[config.mk]
export PLATFORM = sky130hd
export DESIGN_NAME = scroll_display_ctrl
export DESIGN_NICKNAME = d
export VERILOG_FILES = /design/src/rtl/scroll_pkg.sv /design/src/rtl/scroll_display_ctrl_seg7_decode.sv /design/src/rtl/scroll_display_ctrl.sv
export SDC_FILE = /design/constraint.sdc
export NUM_CORES = 1
export LEC_CHECK = 0
export ABC_AREA = 0
export CELL_PAD_IN_SITES_DETAIL_PLACEMENT = 0
export CELL_PAD_IN_SITES_GLOBAL_PLACEMENT = 1
export CORE_UTILIZATION = 43
export CTS_BUF_LIST = sky130_fd_sc_hd__clkbuf_16
export CTS_CLUSTER_SIZE = 28
export DETAILED_ROUTE_END_ITERATION = 8
export PLACE_DENSITY_LB_ADDON = 0.25
export SLEW_MARGIN = 10
export SYNTH_ARGS = -nofsm -noshare
export SYNTH_HDL_FRONTEND = slang
export SYNTH_SLANG_ARGS = --single-unit
[constraint.sdc]
create_clock -name clk -period 2.6 [get_ports clk]
set_input_delay 0.52 -clock clk [delete_from_list [all_inputs] [get_ports clk]]
set_output_delay 0.52 -clock clk [all_outputs]
set_load 0.01 [all_outputs]
[src/rtl/scroll_pkg.sv]
// Shared types and constants for the scrolling 7-segment display consumer.
package scroll_pkg;

  typedef logic [4:0] char_code_t;

  localparam char_code_t CHAR_BLANK = 5'd16;
  localparam char_code_t CHAR_DASH  = 5'd17;

  localparam logic [6:0] SEG_BLANK = 7'h7F;

  typedef enum logic [1:0] {
    S_IDLE,
    S_WAIT,
    S_REQUEST,
    S_CAPTURE
  } state_t;

endpackage

[src/rtl/scroll_display_ctrl_seg7_decode.sv]
// Character code to active-low 7-segment pattern, bits [6:0] = g..a.
module seg7_decode
  import scroll_pkg::*;
(
  input  char_code_t code,
  output logic [6:0] segs
);

  always_comb begin
    segs = SEG_BLANK;
    case (code)
      5'd0:      segs = 7'h40;
      5'd1:      segs = 7'h79;
      5'd2:      segs = 7'h24;
      5'd3:      segs = 7'h30;
      5'd4:      segs = 7'h19;
      5'd5:      segs = 7'h12;
      5'd6:      segs = 7'h02;
      5'd7:      segs = 7'h78;
      5'd8:      segs = 7'h00;
      5'd9:      segs = 7'h10;
      5'd10:     segs = 7'h08;
      5'd11:     segs = 7'h03;
      5'd12:     segs = 7'h46;
      5'd13:     segs = 7'h21;
      5'd14:     segs = 7'h06;
      5'd15:     segs = 7'h0E;
      CHAR_DASH: segs = 7'h3F;
      default:   segs = SEG_BLANK;
    endcase
  end

endmodule

[src/rtl/scroll_display_ctrl.sv]
// Pulls characters from the scroll buffer on a timer or on demand and shifts
// them right-to-left across NUM_DIGITS active-low 7-segment displays.
module scroll_display_ctrl
  import scroll_pkg::*;
#(
  parameter int NUM_DIGITS    = 6,
  parameter int SCROLL_PERIOD = 25_000_000
) (
  input  logic                    clk,
  input  logic                    rst,
  input  logic                    enable,
  input  logic                    step,
  input  logic                    clear,
  output logic                    next_char,
  input  logic [4:0]              hex_char,
  output logic [NUM_DIGITS*7-1:0] hex_segs,
  output logic                    busy
);

  localparam int CNT_W = $clog2(SCROLL_PERIOD);
  localparam logic [CNT_W-1:0] CNT_LAST = CNT_W'(SCROLL_PERIOD - 1);

  state_t           state_q, state_d;
  logic [CNT_W-1:0] cnt_q, cnt_d;
  char_code_t       digit_q [NUM_DIGITS];
  char_code_t       digit_d [NUM_DIGITS];
  logic             tick;

  assign tick = (state_q == S_WAIT) && (cnt_q == CNT_LAST);
  assign busy = (state_q == S_REQUEST) || (state_q == S_CAPTURE);

  always_comb begin
    state_d   = state_q;
    cnt_d     = cnt_q;
    digit_d   = digit_q;
    next_char = 1'b0;

    case (state_q)
      S_IDLE: begin
        if (step)        state_d = S_REQUEST;
        else if (enable) state_d = S_WAIT;
      end
      S_WAIT: begin
        if (tick || step) begin
          state_d = S_REQUEST;
          cnt_d   = '0;
        end else if (!enable) begin
          state_d = S_IDLE;
          cnt_d   = '0;
        end else begin
          cnt_d = cnt_q + CNT_W'(1);
        end
      end
      S_REQUEST: begin
        next_char = 1'b1;
        state_d   = S_CAPTURE;
      end
      S_CAPTURE: begin
        for (int i = NUM_DIGITS - 1; i > 0; i--) begin
          digit_d[i] = digit_q[i-1];
        end
        digit_d[0] = hex_char;
        state_d    = enable ? S_WAIT : S_IDLE;
      end
      default: state_d = S_IDLE;
    endcase

    // Clear overrides everything, including a strobe or capture in flight.
    if (clear) begin
      for (int i = 0; i < NUM_DIGITS; i++) begin
        digit_d[i] = CHAR_BLANK;
      end
      cnt_d     = '0;
      next_char = 1'b0;
      state_d   = enable ? S_WAIT : S_IDLE;
    end
  end

  always_ff @(posedge clk) begin
    if (rst) begin
      state_q <= S_IDLE;
      cnt_q   <= '0;
      for (int i = 0; i < NUM_DIGITS; i++) begin
        digit_q[i] <= CHAR_BLANK;
      end
    end else begin
      state_q <= state_d;
      cnt_q   <= cnt_d;
      for (int i = 0; i < NUM_DIGITS; i++) begin
        digit_q[i] <= digit_d[i];
      end
    end
  end

  for (genvar g = 0; g < NUM_DIGITS; g++) begin : g_dec
    seg7_decode u_dec (
      .code (digit_q[g]),
      .segs (hex_segs[g*7 +: 7])
    );
  end

endmodule

* Word-level counts from Yosys, hierarchy flattened
Memory sizes are Yosys's and may differ from the RTL's. A register that Yosys moved wholly into a read port is not among the register bits. Index checks and enable logic that the tools add are counted.
Storage, ports and cells: flip-flop bits (word level) 57, ROM bits 1344, bits of input ports 10, output and inout bits 44, logic and storage cells 50, memories 6
Cells by class: add/subtract/negate cells 1, equal/unequal tests 6, muxes and demuxes 23, reduce and logical (&&, ||, !) cells 6
Memories:
- (no name shown) | depth 32, bits a word 7, read ports 1, clocked after memory_dff 1, write ports 0, RTL line scroll_display_ctrl_seg7_decode.sv:11 | case (code)
- (no name shown) | depth 32, bits a word 7, read ports 1, clocked after memory_dff 1, write ports 0, RTL line scroll_display_ctrl_seg7_decode.sv:11
- (no name shown) | depth 32, bits a word 7, read ports 1, clocked after memory_dff 1, write ports 0, RTL line scroll_display_ctrl_seg7_decode.sv:11
- (no name shown) | depth 32, bits a word 7, read ports 1, clocked after memory_dff 1, write ports 0, RTL line scroll_display_ctrl_seg7_decode.sv:11
- (no name shown) | depth 32, bits a word 7, read ports 1, clocked after memory_dff 1, write ports 0, RTL line scroll_display_ctrl_seg7_decode.sv:11
- (no name shown) | depth 32, bits a word 7, read ports 1, clocked after memory_dff 1, write ports 0, RTL line scroll_display_ctrl_seg7_decode.sv:11
Operators with widths (count):
- 5-bit two-way mux | 12
- 25-bit two-way mux | 2
- 25-bit by 1-bit adder with 25-bit output, second input constant | 1
- 25-bit equality test, second input constant | 1
- 2-bit two-way mux | 5
- 2-bit one-hot mux with 4 select lines | 1
- 2-bit equality test, second input constant | 2
- 4-bit by 3-bit inequality test with 1-bit output, second input constant | 1
- 4-bit inequality test, second input constant | 1
- 1-bit two-way mux | 3
- 2-bit by 1-bit equality test with 1-bit output, second input constant | 1
- 2-bit zero test | 1
- 1-bit logical OR | 2
- 2-bit AND reduction | 1
- 2-bit OR reduction | 1
- 1-bit logical AND | 1

* Longest topological paths before layout
Gate-level depths: netlist (run 1).
depth in word-level cells 6, depth in mapped cells 11, gate-level depth less buffers 8

* Hierarchy
A second synthesis (run 1) with hierarchy kept.
Second synthesis, totals: cells, all modules 586, area total of the unflattened synthesis 4515.6 µm²
By module, submodules not included:
- scroll_display_ctrl | instances 1, cells an instance 328, area each 2586.2 µm², sequential area each 1141.1 µm²
- seg7_decode | instances 6, cells an instance 43, area each 321.6 µm², sequential area each 0.0 µm²

* Worst setup path before layout (run 1)
OpenSTA, ideal clock, no wires.
kind input port to flip-flop, start input port clear, end register g_dec[1].u_dec.segs[3] (netlist name), setup time 0.124 ns, arrival 2.327 ns, data required time 2.476 ns, slack 0.149 ns, stages 8, path buffers 2, cell sequence or2_1 buf_6 clkbuf_1 a21oi_1 inv_1 ha_1 mux4_2 nand2b_1
Between the ends: longest elaborated chain between the ends 2
Ends and longest elaborated chain:
- start: declaration | RTL line scroll_display_ctrl.sv:13 | input logic clear,
- 2-bit OR reduction (no line)
- 5-bit two-way mux (no line)
Every way passes these cells. A chain may end at the register's enable or synchronous reset.

* Final worst setup path (run 1)
start register state_q[0], end register g_dec[2].u_dec.segs[6] (netlist name)
Between the ends: longest elaborated chain between the ends 3
Ends and longest elaborated chain:
- start: declaration | RTL line scroll_display_ctrl.sv:23 | state_t state_q, state_d;
- start signal: assignment | RTL line scroll_display_ctrl.sv:87 | state_q <= state_d;
- 2-bit equality test | RTL line scroll_display_ctrl.sv:38 | case (state_q)
- 5-bit two-way mux (no line) (2 in series)
Every way passes these cells.

==> results of run 1 <==
routing by layer:
| layer | part of all wire (%) | vias up |
|---|---|---|
| met3 | 3.7 | 13 |
| met2 | 47 | 77 |
| met4 | 1.2 | 0 |
| li1 | - | 2340 |
| met1 | 48 | 2134 |
| met5 | 0 | - |
critical path, delay by kind of cell (launching register included):
kind	cells	cell delay (ns)
adders and majority gates	1	0.26
DFF	1	0.49
muxes	1	0.14
AOI/OAI and AO/OA	3	0.56
buffers and inverters	2	0.37
and+or+nand+nor	2	0.47
synthesized netlist by cell type, types with 15 or more instances:
master and instances:
dfxtp_1 99, nor2_1 20, o21ai_0 18, nand3_1 31, nor3_1 15, a21oi_1 57, inv_1 32, ha_1 31
buf_2 15, nand2_1 78, and3_1 28, mux2i_1 30
cell type report:
class / count / area [um2]
fillers: 1038 / 5150
multi-input cells: 438 / 2880
flip-flops and latches: 99 / 1980
repair buffers: 113 / 993
clock buffers: 9 / 225
well taps: 143 / 179
inverters: 36 / 135
clock inverters: 7 / 60.1
placed cells by master, fill, tap and decap left out, types with 6 or more instances in the layout:
master / n
dfxtp_1: 98
nand2_1: 78
buf_4: 59
a21oi_1: 57
clkdlybuf4s50_1: 53
inv_1: 33
nand3_1: 31
ha_1: 31
mux2i_1: 30
and3_1: 28
nor2_1: 20
o21ai_0: 16
nor3_1: 15
a31oi_1: 14
a21boi_0: 12
o211ai_1: 11
o221ai_1: 9
clkbuf_16: 9
nand2b_1: 8
a21bo_2: 6
nand4_1: 6
report_power, final:
group,internal [mW],switching [mW],leakage (nW)
Clock,0.733,0.562,0.144
Sequential,1.52,0.00694,0.801
Combinational,0.0589,0.0742,1.76
Total,2.32,0.643,2.70
final timing paths:
kind	start	end	slack (ns)	cells after the start
max	state_q[0]	g_dec[2].u_dec.segs[6]	0.20	9
min	digit_q[1]	digit_q[1]	0.47	2
max reg2reg	state_q[0]	g_dec[2].u_dec.segs[6]	0.20	9
min reg2reg	digit_q[1]	digit_q[1]	0.47	2
metrics by stage:
step | std cells | TNS (ns) | setup slack (ns) | util, % | hold WS, ns
final | 845 | 0 | 0.202 | 55.6 | 0.466
after global routing | 845 | 0 | 0.00870 | 55.6 | 0.481
after CTS | 845 | 0 | 0.00576 | 55.6 | 0.469
after detailed placement | 829 | -0.629 | -0.210 | 53.2 | 0.456
after global placement | 829 | -0.306 | -0.153 | 53.2 | 0.440
after floorplan | 609 | 0 | 0.149 | - | 0.431
sequential cells by signal, summed over array words and instances (netlist names):
register          count
cnt_q                25
digit_q              30
state_q               2
g_dec.u_dec.segs     42
kinds of logic (layout without fill, tap and decap cells):
kind of cell             after synthesis  after routing  synth area share (%)
adder cells (fa/ha/maj)               31             31                  7.46
buffers and inverters                 72            165                  6.36
multiplexers                          36             36                  7.51
AND/OR/NAND/NOR                      211            211                  20.5
flip-flops                            99             99                  38.1
AO/OA/AOI/OAI                        160            160                  20.0
==> results.tsv, run 1 <==
metric	value	unit
syn_inst	609	
clk_path_buf_depth	2	
yosysWarningCount	0	
use_met3	5.39	%
peakVddDrop	0.418	mV
hold_viol	0	
syn_area_per_cell	8.53	um2
dieHeight	112	um
avgRoutedWirePerCell	14.1	um
critical_path.max_fanout	14	
setup_viol	0	
numCtsBuffers	9	
diodes	0	
drc_errors	0	
io_pins	54	
grtUsageMet2	32.8	%
cts_repair_resize_count	0	
p_leak	2.70	nW
insertion_delay	0.35	ns
drtPass1Iterations	4	
tightest_slew	0.594	ns
vias	4564	
slew_violations	0	
async_reset_ff_share	0	%
clock-root-buffer	clkbuf_16	
rsz0062_at_grt	no	
portBuffers	53	
drt-initial-drc-count	279	
ant_nets	0	
routed_wl	11.9	mm
cts_max_level	3	
nNetsFinal	738	
cpMaxStageDelayCell	dfxtp_1	
track_usage	20.1	%
die_w	112	um
clock_skew	0.00687	ns
worstPathArrival	2.63	ns
seq_area_frac_synth	38.1	%
post-synth-top-area-cell	dfxtp_1	
syn-num-nets	650	
synth_seq_cells	99	
cts_tree	done	
total_power	2.96	mW
maxCapViolCount	0	
path_clk_slew	0.07	ns
synthToLayoutAreaGrowth	24.3	%
cts_sinks	99	
gp_congestion	0.875	
hold_class	reg2reg	
grt_pass1_wl	20.5	mm
design.core.area	11600	um2
overflow	0	
synth-main-ff-cell	dfxtp_1	
critPathMaxStageDelay	0.49	ns
synth_edf_count	0	
stdcell_area	6460	um2
grt_pass1_vias	4390	
synth_area	5200	um2
synthDistinctLibCells	52	
top_usage_layer	met2	
min_period	2.40	ns
via_per_inst	5.40	
power_density	458	nW/um2
crit_chain	buf_4 > and2_1 > nand2_1 > a21oi_1 > inv_1 > ha_1 > mux2i_1 > o22ai_1 > o22a_1	
place.detailed.hpwl	8.78	mm
fmax	0.417	GHz
worstPathRequired	2.84	ns
yosysTopAreaCellShare	38.1	%
period_share	92.2	%
cts_setup_buffers	0	
netlist_top_cells_area	dfxtp_1, ha_1, mux2i_1	
end_kind	flip-flop	
start_util	44.7	%
dpl_cell_area	6170	um2
grt_max_degree	31	
met1_usage	26.2	%
critPathKind	reg2reg	
timing.slew.headroom	60.1	%
status	finished clean	
start_kind	flip-flop	
fp.dieArea	12500	um2
antenna_found_initial	0	
hold_buffers	0	
core.rowCount	39	
drive_gt1_share	14.5	%
Note: power is estimated with default switching activity, not from simulation.
==> inputs of run 2 (changes only) <==
Settings changed: CORE_ASPECT_RATIO set to 1.25.
==> results.tsv, run 2 (same netlist as run 1, synthesis figures left out) <==
metric	value	unit	change
clk_path_buf_depth	2		unchanged
place.detailed.hpwl	8.86	mm	+0.85%
hold_viol	0		unchanged
start_kind	flip-flop		
crit_chain	buf_12 > buf_4 > nor2b_1 > nor2b_1 > clkdlybuf4s50_1		
drtPass1Iterations	4		unchanged
critical_path.max_fanout	24		+10
power_density	459	nW/um2	+0.19%
via_per_inst	5.32		-1.6%
fin_util	55.1	%	-0.49 points
drc_errors	0		unchanged
min_period	2.47	ns	+0.0688 ns
clock-root-buffer	clkbuf_16		
track_usage	20.4	%	+0.29 points
hold_start	cnt_q[14]		
grt_pass1_vias	4326		-1.5%
period_share	94.9	%	+2.6 points
core.rowCount	44		+13%
vias	4535		-0.64%
setup_viol	0		unchanged
largest_register_ffs	42		unchanged
dp.cells	839		+1.2%
antenna_found_initial	0		unchanged
peakVddDrop	0.299	mV	-28%
portBuffers	53		unchanged
stdcell_count	853		+0.95%
io_pins	54		unchanged
overflow	0		unchanged
hold_class	reg2reg		
worstPathArrival	1.95	ns	-0.68 ns
timing.slew.headroom	58.5	%	-1.6 points
critPathKind	reg2out		
drt-initial-drc-count	133		-52%
insertion_delay	0.35	ns	about the same
grt_max_degree	47		+52%
avgRoutedWirePerCell	14.3	um	+1.3%
hold_buffers	0		unchanged
path_clk_slew	0.07	ns	about the same
design.core.area	11700	um2	+0.50%
cts_tree	done		
numCtsBuffers	9		unchanged
end_kind	output port		
ant_nets	0		unchanged
cpMaxStageDelayCell	clkdlybuf4s50_1		
grt_pass1_wl	20.4	mm	-0.20%
final_cell_mix	dfxtp_1, nand2_1, a21oi_1		
slew_violations	0		unchanged
diodes	0		unchanged
die_w	100	um	-10%
maxCapViolCount	0		unchanged
routed_wl	12.2	mm	+2.2%
status	finished clean		
start_util	44.5	%	-0.22 points
worstPathRequired	2.08	ns	-0.76 ns
fp.dieArea	12500	um2	about the same
tightest_slew	0.615	ns	+0.0214 ns
fmax	0.405	GHz	-2.8%
worstSetupStartpoint	state_q[0]		
gp_congestion	0.880		+0.65%
cts_max_level	3		unchanged
clock_skew	0.00944	ns	+0.00256 ns
nNetsFinal	730		-1.1%
timing.critical_path.buf_inv	3		+1
rsz0062_at_grt	no		
p_leak	2.66	nW	-1.5%
drive_gt1_share	13.0	%	-1.5 points
dieHeight	125	um	+12%
r2r_start	state_q[0]		
cts_sinks	99		unchanged
final_common_cell	dfxtp_1		
path_common_cell	nor2b_1		
critPathMaxStageDelay	0.58	ns	+0.09 ns
synthToLayoutAreaGrowth	23.8	%	
path_delay_family	buffers and inverters		
-- run 2: cell count changes in the layout (fill, tap and decap cells not counted) --
cell,before,now
dfxtp_1,98,99
inv_1,33,34
buf_12,1,3
dfxtp_2,1,0
clkinv_2,3,0
buf_4,59,49
-- run 2: report_power, final --
| group | internal [mW] | switching (mW) |
|---|---|---|
| Clock | 0.725 | 0.558 |
| Sequential | 1.52 | 0.00484 |
| Combinational | 0.0630 | 0.0785 |
-- run 2: what timing repair did --
| action | in CTS | in global routing |
|---|---|---|
| endpoints found under the setup margin | 0 | 2 |
| buffers inserted | 0 | 0 |
| gates resized for setup | 0 | 2 |
-- run 2: path summary, 6_finish.rpt --
kind | endpoint | slack (ns) | depth (start not counted)
worst max register to register | g_dec[1].u_dec.segs[3] | 0.35 | 7
worst max-delay path | next_char | 0.13 | 5
worst min-delay path | cnt_q[14] | 0.46 | 1
worst min register to register | cnt_q[14] | 0.46 | 1
-- run 2: per-stage QoR --
stage	area (um2)	total power, mW	setup WS, ns	TNS, ns	hold WS [ns]
after floorplan	5200	1.64	0.149	0	0.431
after global placement	6160	1.70	-0.184	-0.813	0.439
after detailed placement	6160	1.71	-0.302	-1.74	0.447
after CTS	6430	3.00	0.0618	0	0.461
after global routing	6430	3.08	0.0439	0	0.485
final	6430	2.95	0.133	0	0.456
-- run 2: per-layer routing --
metal  wire, um  vias up  track usage, %
met4        228        0            9.04
met2       6050       72            34.1
met1       5530     2116            25.4
met5          0        -               0
met3        360       16            3.70
li1           -     2331               -
-- run 2: final cells by class --
cell class	instances	area (um2)
Clock buffer	9	225
Clock inverter	5	48.8
Fill cell	1097	5240
Inverter	36	135
Multi-Input combinational cell	438	2880
Sequential cell	99	1980
Tap cell	161	201
Timing Repair Buffer	105	958
